File: config.mk
export PLATFORM = sky130hd
export DESIGN_NAME = uart_rx_frame_ctrl
export DESIGN_NICKNAME = d
export VERILOG_FILES = /design/src/rtl/uart_rx_frame_ctrl.sv
export SDC_FILE = /design/constraint.sdc
export NUM_CORES = 1
export LEC_CHECK = 0
export ABC_AREA = 1
export BUFFER_PORTS_ARGS = -buffer_cell sky130_fd_sc_hd__buf_2
export CORE_MARGIN = 10
export CORE_UTILIZATION = 43
export CTS_BUF_LIST = sky130_fd_sc_hd__clkbuf_8
export CTS_CLUSTER_DIAMETER = 30
export DETAILED_ROUTE_END_ITERATION = 8
export GPL_TIMING_DRIVEN = 1
export SKIP_CTS_REPAIR_TIMING = 1
export SYNTH_ARGS = -nofsm -noshare
export SYNTH_HDL_FRONTEND = slang
export SYNTH_SLANG_ARGS = --single-unit
File: constraint.sdc
create_clock -name CLK_I -period 2.1 [get_ports CLK_I]
set_input_delay 0.105 -clock CLK_I [delete_from_list [all_inputs] [get_ports CLK_I]]
set_output_delay 0.105 -clock CLK_I [all_outputs]
set_load 0.01 [all_outputs]
File: src/rtl/uart_rx_frame_ctrl.sv
// Frame controller between the UART byte receiver and the LCD buffer:
// hunts for SYNC, parses CMD/LEN/DATA/CHK, writes the payload and flags done or error.
module uart_rx_frame_ctrl #(
    parameter int                      PAYLOAD_BITS   = 8,
    parameter int                      MAX_LEN        = 32,
    parameter logic [PAYLOAD_BITS-1:0] SYNC_BYTE      = PAYLOAD_BITS'(8'hA5),
    parameter int                      TIMEOUT_CYCLES = 270_000,
    parameter int                      USE_BREAK      = 0
) (
    input  logic                         CLK_I,
    input  logic                         RST_I,
    input  logic                         ENABLE_I,
    output logic                         RX_EN_O,
    input  logic                         RX_VLD_I,
    input  logic [PAYLOAD_BITS-1:0]      RX_D_I,
    input  logic                         RX_BREAK_I,
    output logic [PAYLOAD_BITS-1:0]      CMD_O,
    output logic [$clog2(MAX_LEN+1)-1:0] LEN_O,
    output logic                         WR_EN_O,
    output logic [$clog2(MAX_LEN)-1:0]   WR_ADDR_O,
    output logic [PAYLOAD_BITS-1:0]      WR_DATA_O,
    output logic                         FRAME_DONE_O,
    output logic                         FRAME_ERR_O,
    output logic [1:0]                   ERR_CODE_O,
    output logic                         BUSY_O
);

    localparam int LEN_W  = $clog2(MAX_LEN + 1);
    localparam int ADDR_W = $clog2(MAX_LEN);
    localparam int TMR_W  = $clog2(TIMEOUT_CYCLES);

    localparam logic [PAYLOAD_BITS-1:0] MAX_LEN_B = PAYLOAD_BITS'(MAX_LEN);
    localparam logic [TMR_W-1:0]        TMR_LAST  = TMR_W'(TIMEOUT_CYCLES - 1);
    localparam logic [1:0] ERR_CHK = 2'b01;
    localparam logic [1:0] ERR_LEN = 2'b10;
    localparam logic [1:0] ERR_TMO = 2'b11;

    typedef enum logic [2:0] {StIdle, StHunt, StCmd, StLen, StData, StChk} state_t;

    state_t                    state_q, state_d;
    logic [PAYLOAD_BITS-1:0]   chk_q, chk_d;
    logic [PAYLOAD_BITS-1:0]   cmd_q, cmd_d;
    logic [LEN_W-1:0]          len_q, len_d;
    logic [LEN_W-1:0]          cnt_q, cnt_d;
    logic [TMR_W-1:0]          timer_q, timer_d;
    logic [PAYLOAD_BITS-1:0]   cmd_out_q, cmd_out_d;
    logic [LEN_W-1:0]          len_out_q, len_out_d;
    logic                      wr_en_q, wr_en_d;
    logic [ADDR_W-1:0]         wr_addr_q, wr_addr_d;
    logic [PAYLOAD_BITS-1:0]   wr_data_q, wr_data_d;
    logic                      done_q, done_d;
    logic                      err_q, err_d;
    logic [1:0]                code_q, code_d;
    logic                      in_frame;

    assign in_frame = (state_q == StCmd) || (state_q == StLen) ||
                      (state_q == StData) || (state_q == StChk);

    always_comb begin
        state_d   = state_q;
        chk_d     = chk_q;
        cmd_d     = cmd_q;
        len_d     = len_q;
        cnt_d     = cnt_q;
        timer_d   = (in_frame && !RX_VLD_I) ? timer_q + TMR_W'(1) : '0;
        cmd_out_d = cmd_out_q;
        len_out_d = len_out_q;
        wr_en_d   = 1'b0;
        wr_addr_d = wr_addr_q;
        wr_data_d = wr_data_q;
        done_d    = 1'b0;
        err_d     = 1'b0;
        code_d    = code_q;

        if (!ENABLE_I) begin
            state_d = StIdle;
            timer_d = '0;
        end else begin
            unique case (state_q)
                StIdle: state_d = StHunt;
                StHunt: begin
                    if (RX_VLD_I && RX_D_I == SYNC_BYTE) state_d = StCmd;
                end
                default: begin
                    // Timeout wins over a byte arriving in the same cycle.
                    if (timer_q == TMR_LAST) begin
                        err_d   = 1'b1;
                        code_d  = ERR_TMO;
                        state_d = StHunt;
                        timer_d = '0;
                    end else if (RX_VLD_I && RX_BREAK_I && USE_BREAK != 0) begin
                        err_d   = 1'b1;
                        code_d  = ERR_TMO;
                        state_d = StHunt;
                    end else if (RX_VLD_I) begin
                        unique case (state_q)
                            StCmd: begin
                                cmd_d   = RX_D_I;
                                chk_d   = RX_D_I;
                                state_d = StLen;
                            end
                            StLen: begin
                                if (RX_D_I > MAX_LEN_B) begin
                                    err_d   = 1'b1;
                                    code_d  = ERR_LEN;
                                    state_d = StHunt;
                                end else begin
                                    chk_d   = chk_q ^ RX_D_I;
                                    len_d   = RX_D_I[LEN_W-1:0];
                                    cnt_d   = '0;
                                    state_d = (RX_D_I == '0) ? StChk : StData;
                                end
                            end
                            StData: begin
                                chk_d     = chk_q ^ RX_D_I;
                                wr_en_d   = 1'b1;
                                wr_addr_d = cnt_q[ADDR_W-1:0];
                                wr_data_d = RX_D_I;
                                cnt_d     = cnt_q + LEN_W'(1);
                                if (cnt_q == len_q - LEN_W'(1)) state_d = StChk;
                            end
                            default: begin
                                if (RX_D_I == chk_q) begin
                                    done_d    = 1'b1;
                                    cmd_out_d = cmd_q;
                                    len_out_d = len_q;
                                end else begin
                                    err_d  = 1'b1;
                                    code_d = ERR_CHK;
                                end
                                state_d = StHunt;
                            end
                        endcase
                    end
                end
            endcase
        end
    end

    always_ff @(posedge CLK_I or posedge RST_I) begin
        if (RST_I) begin
            state_q   <= StIdle;
            chk_q     <= '0;
            cmd_q     <= '0;
            len_q     <= '0;
            cnt_q     <= '0;
            timer_q   <= '0;
            cmd_out_q <= '0;
            len_out_q <= '0;
            wr_en_q   <= 1'b0;
            wr_addr_q <= '0;
            wr_data_q <= '0;
            done_q    <= 1'b0;
            err_q     <= 1'b0;
            code_q    <= '0;
        end else begin
            state_q   <= state_d;
            chk_q     <= chk_d;
            cmd_q     <= cmd_d;
            len_q     <= len_d;
            cnt_q     <= cnt_d;
            timer_q   <= timer_d;
            cmd_out_q <= cmd_out_d;
            len_out_q <= len_out_d;
            wr_en_q   <= wr_en_d;
            wr_addr_q <= wr_addr_d;
            wr_data_q <= wr_data_d;
            done_q    <= done_d;
            err_q     <= err_d;
            code_q    <= code_d;
        end
    end

    assign RX_EN_O      = (state_q != StIdle);
    assign BUSY_O       = in_frame;
    assign CMD_O        = cmd_out_q;
    assign LEN_O        = len_out_q;
    assign WR_EN_O      = wr_en_q;
    assign WR_ADDR_O    = wr_addr_q;
    assign WR_DATA_O    = wr_data_q;
    assign FRAME_DONE_O = done_q;
    assign FRAME_ERR_O  = err_q;
    assign ERR_CODE_O   = code_q;

endmodule

# [Yosys cells after proc, flatten, opt, wreduce, memory -nomap -nowiden]
# Cells that the tools add are included.
[word_totals] register_bits=82 output_inout_bits=34 inputBits=13 word_cells=102
[op_classes] n_mux=40 n_eq_ne=16 n_reduce_logical=23 bitwise=5 magnitude_cmp=1 n_addsub=3
[ops] cell="$mux W19" n=4
[ops] cell="$reduce_and A6 Y1" n=5
[ops] cell="$pmux W8 S3" n=1
[ops] cell="$add A19 B1 Y19 const B" n=1
[ops] cell="$eq A19 B19 Y1 const B" n=1
[ops] cell="$mux W1" n=18
[ops] cell="$mux W3" n=6
[ops] cell="$pmux W6 S2" n=1
[ops] cell="$reduce_and A5 Y1" n=2
[ops] cell="$pmux W3 S3" n=1
[ops] cell="$eq A8 B8 Y1" n=1
[ops] cell="$eq A8 B8 Y1 const B" n=1
[ops] cell="$gt A8 B6 Y1 const B" n=1
[ops] cell="$logic_not A8 Y1" n=1
[ops] cell="$mux W2" n=4
[ops] cell="$mux W8" n=1
[ops] cell="$xor A8 B8 Y8" n=1
[ops] cell="$add A6 B1 Y6 const B" n=1
[ops] cell="$eq A3 B2 Y1 const B" n=2
[ops] cell="$eq A3 B3 Y1 const B" n=2
[ops] cell="$eq A6 B6 Y1" n=1
[ops] cell="$mux W6" n=1
[ops] cell="$ne A3 B3 Y1 const B" n=2
[ops] cell="$ne A6 B2 Y1 const B" n=1
[ops] cell="19 further kinds" n=28

# [Longest topological paths before layout]
[logic_depth] ltp_word=9 ltp_mapped=13 ltp_nobuf=13

# [Worst setup path after synthesis]
# OpenSTA, ideal clock, no wires.
[synth_timing] kind="reg-to-reg" from="register timer_q[0]" to="register chk_q[3]" arrival_ps=1569 required_ps=1974 setup_ps=126 stages_incl_launch_ff=9 setup_slack_ps=405 synth_period_minus_slack_ps=1695 path_buffers=1 path_cell_list="dfrtp_1 > ha_1 > nand2_1 > nor2_4 > nand3_4 > nand2_4 > nor3b_4 > buf_6 > o21ai_0"
[synth_between] elab_chain_len=3
[synth_lines] element="start: declaration" line="45" rtl="logic [TMR_W-1:0] timer_q, timer_d;"
[synth_lines] element="start signal: assignment" line="162" rtl="timer_q <= timer_d;"
[synth_lines] element="$eq A19 B19 Y1" line="86" rtl="if (timer_q == TMR_LAST) begin"
[synth_lines] element="$not A1 Y1 (no line)"
[synth_lines] element="$reduce_and A6 Y1 (no line)"
[synth_lines] element="end signal: assignment" line="158" rtl="chk_q <= chk_d;"
[synth_lines] element="end: declaration" line="41" rtl="logic [PAYLOAD_BITS-1:0] chk_q, chk_d;"
# Every way passes these cells.
# A chain may end at the register's enable or synchronous reset.

# [Final worst setup path]
[layout_timing] from="register timer_q[1]" to="register cmd_out_q[4], in the netlist CMD_O[4]"
[layout_between] elab_chain_len=3
[layout_lines] element="$eq A19 B19 Y1" line="86"
[layout_lines] element="$not A1 Y1 (no line)"
[layout_lines] element="$reduce_and A6 Y1 (no line)"
[layout_lines] element="end signal: assignment" line="163" rtl="cmd_out_q <= cmd_out_d;"
[layout_lines] element="end: declaration" line="46" rtl="logic [PAYLOAD_BITS-1:0] cmd_out_q, cmd_out_d;"
# Every way passes these cells.

==> reports/qor.txt <==
outcome - finished, final reports clean
CTS H-tree depth - 3
critical path arrival - 2140 ps
ranking of synthesized cells by area - dfrtp_1 (47%), nand2_1 (15%), nor2_1 (5.4%)
vias - 3701
fin crit period - 1870 ps
Final setup viols - 0
TritonCTS Buffers - 9
worst-path cell chain - ha_1 -> nand2_1 -> nor2_4 -> buf_4 -> nand3_4 -> nand2_4 -> inv_2 -> nand2_2 -> buf_4 -> nand2_1 -> nand2_1
RSZ-0062 raised after global routing - no
Synthesis Warnings - 0
final core occ - 50.9%
CTS tree - built
max-cap viol count - 0
worst-skew pair later-pin latency - 370 ps
classification of the worst setup path - flip-flop to flip-flop
Setup crit start kind - flip-flop
first-pass GRT wire length - 17000 um
Clock transition at path regs - 90 ps
DR pass1 iterations - 4
Final Max Tran Viols - 0
core box area - 9770 sq um
chip height - 120 um
Post-synth EDFFs - 0
Netlist cell types - 34
Max Freq - 535 MHz
Top FF cell, synth - dfrtp_1
mean routed wirelength per cell - 12.9 um
Cells after Synth - 560
Yosys top cell by area - dfrtp_1
register area share after synthesis - 47.5%
DP Wirelength - 7480 um
Slew headroom - 65.3%
DRC viols - 0
initial drt markers - 246
Worst Clk Skew - 11.9 ps
overall power consumption - 4.44 mW
P per Cell Area - 893 nW/um^2
final WL - 9830 um
Crit. End Element - flip-flop
Initial Util - 44.2%
Post-synth top cells - nand2_1 (173), dfrtp_1 (82), nor2_1 (62), inv_1 (61), o21ai_0 (38)
Async SR Flop Fraction - 100%
Worst Setup Slack, final - 230 ps
post-placement cell area - 4780 sq um
Ports - 47
PortBufs - 45
dpl cells - 743
vias in the first global route - 3551
Crit path top cell by count - nand2_1
Finished Layout Cells - 760
# rows - 36
Die W - 120 um
hold_ws - 23.1 ps
Design Area, Final - 4970 sq um
worst hold path class - input pin to flip-flop
Syn Nets - 576
clk sinks - 82
Peak VDD IR - 0.545 mV
DRT antenna net count - 0
Post-Syn Area - 4320 sq um
Yosys top cell area share - 47.5%
share of cells above drive strength 1 - 16.9%
area delta synth->final - 15.1%
nets - 638
# diodes - 0
Mean Syn Cell Area - 7.72 sq um
Worst Tran Pin Value - 519 ps
register bit total from synthesis - 82
critical path required time - 2370 ps
CTS Buffer Depth - 2
most frequent cell after synthesis - nand2_1
worst-path maximum fanout - 15
largest net degree at the start of global routing - 44
Leakage - 2.51 nW
pre-CTS worst setup slack - 16.7 ps
Setup TNS - 0 ps
Global Route Usage Sum - 14.2%
CP peak stage delay - 400 ps
Fin. Hold Viols - 0
post-route clock period utilization - 89.0%
Final GP Congestion - 0.917
root buffer cell - clkbuf_8
Via density - 4.87
Die Area - 14500 sq um
Critical Path Slowest Stage Cell - dfrtp_1
initial antenna violation count - 0
grt total ovfl - 0
==> layer usage <==
metal  wire length [um]  global-route usage, %  part of all wire [%]
met1               4820                   19.2                    49
met2               4240                   21.0                    43
met3                647                   4.42                   6.6
met4                129                   4.90                   1.3
met5                  0                      0                     0
==> final cells by class <==
cell class	instances	area, sq um
fillers	965	4800
flip-flops and latches	82	2050
multi-input cells	400	1940
repair buffers	61	373
inverters	68	262
well taps	133	166
clock buffers	9	124
clock inverters	7	58.8
==> worst max-delay path: cells and delay by family (launching register included) <==
family	cells	cell delay, ps
AND/OR/NAND/NOR	7	720
adder cells (fa/ha/maj)	1	200
buffers and inverters	3	460
flip-flops	1	400
==> flip-flops by register name (all words and copies together), names as in the netlist, 6 cells and up <==
register and count:
WR_DATA_O 8, len_q 6, CMD_O 8, LEN_O 6
cnt_q 6, cmd_q 8, chk_q 8, timer_q 19
==> path summary, 6_finish.rpt <==
path                                           start                       end  slack (ps)  depth (start not counted)
worst max register to register  timer_q[1]$_DFF_PP0_      CMD_O[4]$_DFFE_PP0P_         230                         11
worst min register to register  CMD_O[0]$_DFFE_PP0P_      CMD_O[0]$_DFFE_PP0P_         480                          2
worst min-delay path                       RX_D_I[5]      len_q[5]$_DFFE_PP0P_          20                          3
max in group asynchronous                      RST_I  WR_DATA_O[6]$_DFFE_PP0P_        1180                          4
min in group asynchronous                      RST_I      LEN_O[4]$_DFFE_PP0P_         320                          3
worst max-delay path            timer_q[1]$_DFF_PP0_      CMD_O[4]$_DFFE_PP0P_         230                         11
==> placed cells by master (no fill, tap or decap), drive strengths merged <==
| cell type | count |
|---|---|
| nand3 | 29 |
| o21ai | 46 |
| a21oi | 11 |
| o21bai | 1 |
| dlygate4sd3 | 1 |
| nor2 | 70 |
| a31oi | 4 |
| nor4 | 1 |
| o21a | 1 |
| clkinv | 1 |
| buf | 60 |
| ha | 3 |
| nand4 | 13 |
| a21boi | 1 |
| nor3 | 18 |
| xnor2 | 9 |
| o31ai | 1 |
| dfrtp | 82 |
| nor3b | 1 |
| clkbuf | 9 |
| xor2 | 10 |
| nand2 | 180 |
| nand3b | 1 |
| inv | 72 |
| clkinvlp | 2 |
==> kinds of logic after synthesis <==
logic type / after synthesis / share of synthesized area, %
and+or+nand+nor: 313 / 31.9
DFF: 82 / 47.5
buffers and inverters: 78 / 7.70
AOI/OAI and AO/OA: 65 / 8.22
xor gates and xnor gates: 19 / 3.85
adders and majority gates: 3 / 0.869
==> power breakdown <==
group / switching [mW] / internal (mW)
clock: 0.651 / 0.453
sequential: 0.211 / 1.83
combinational: 0.785 / 0.515
(Power assumes the default switching activity.)
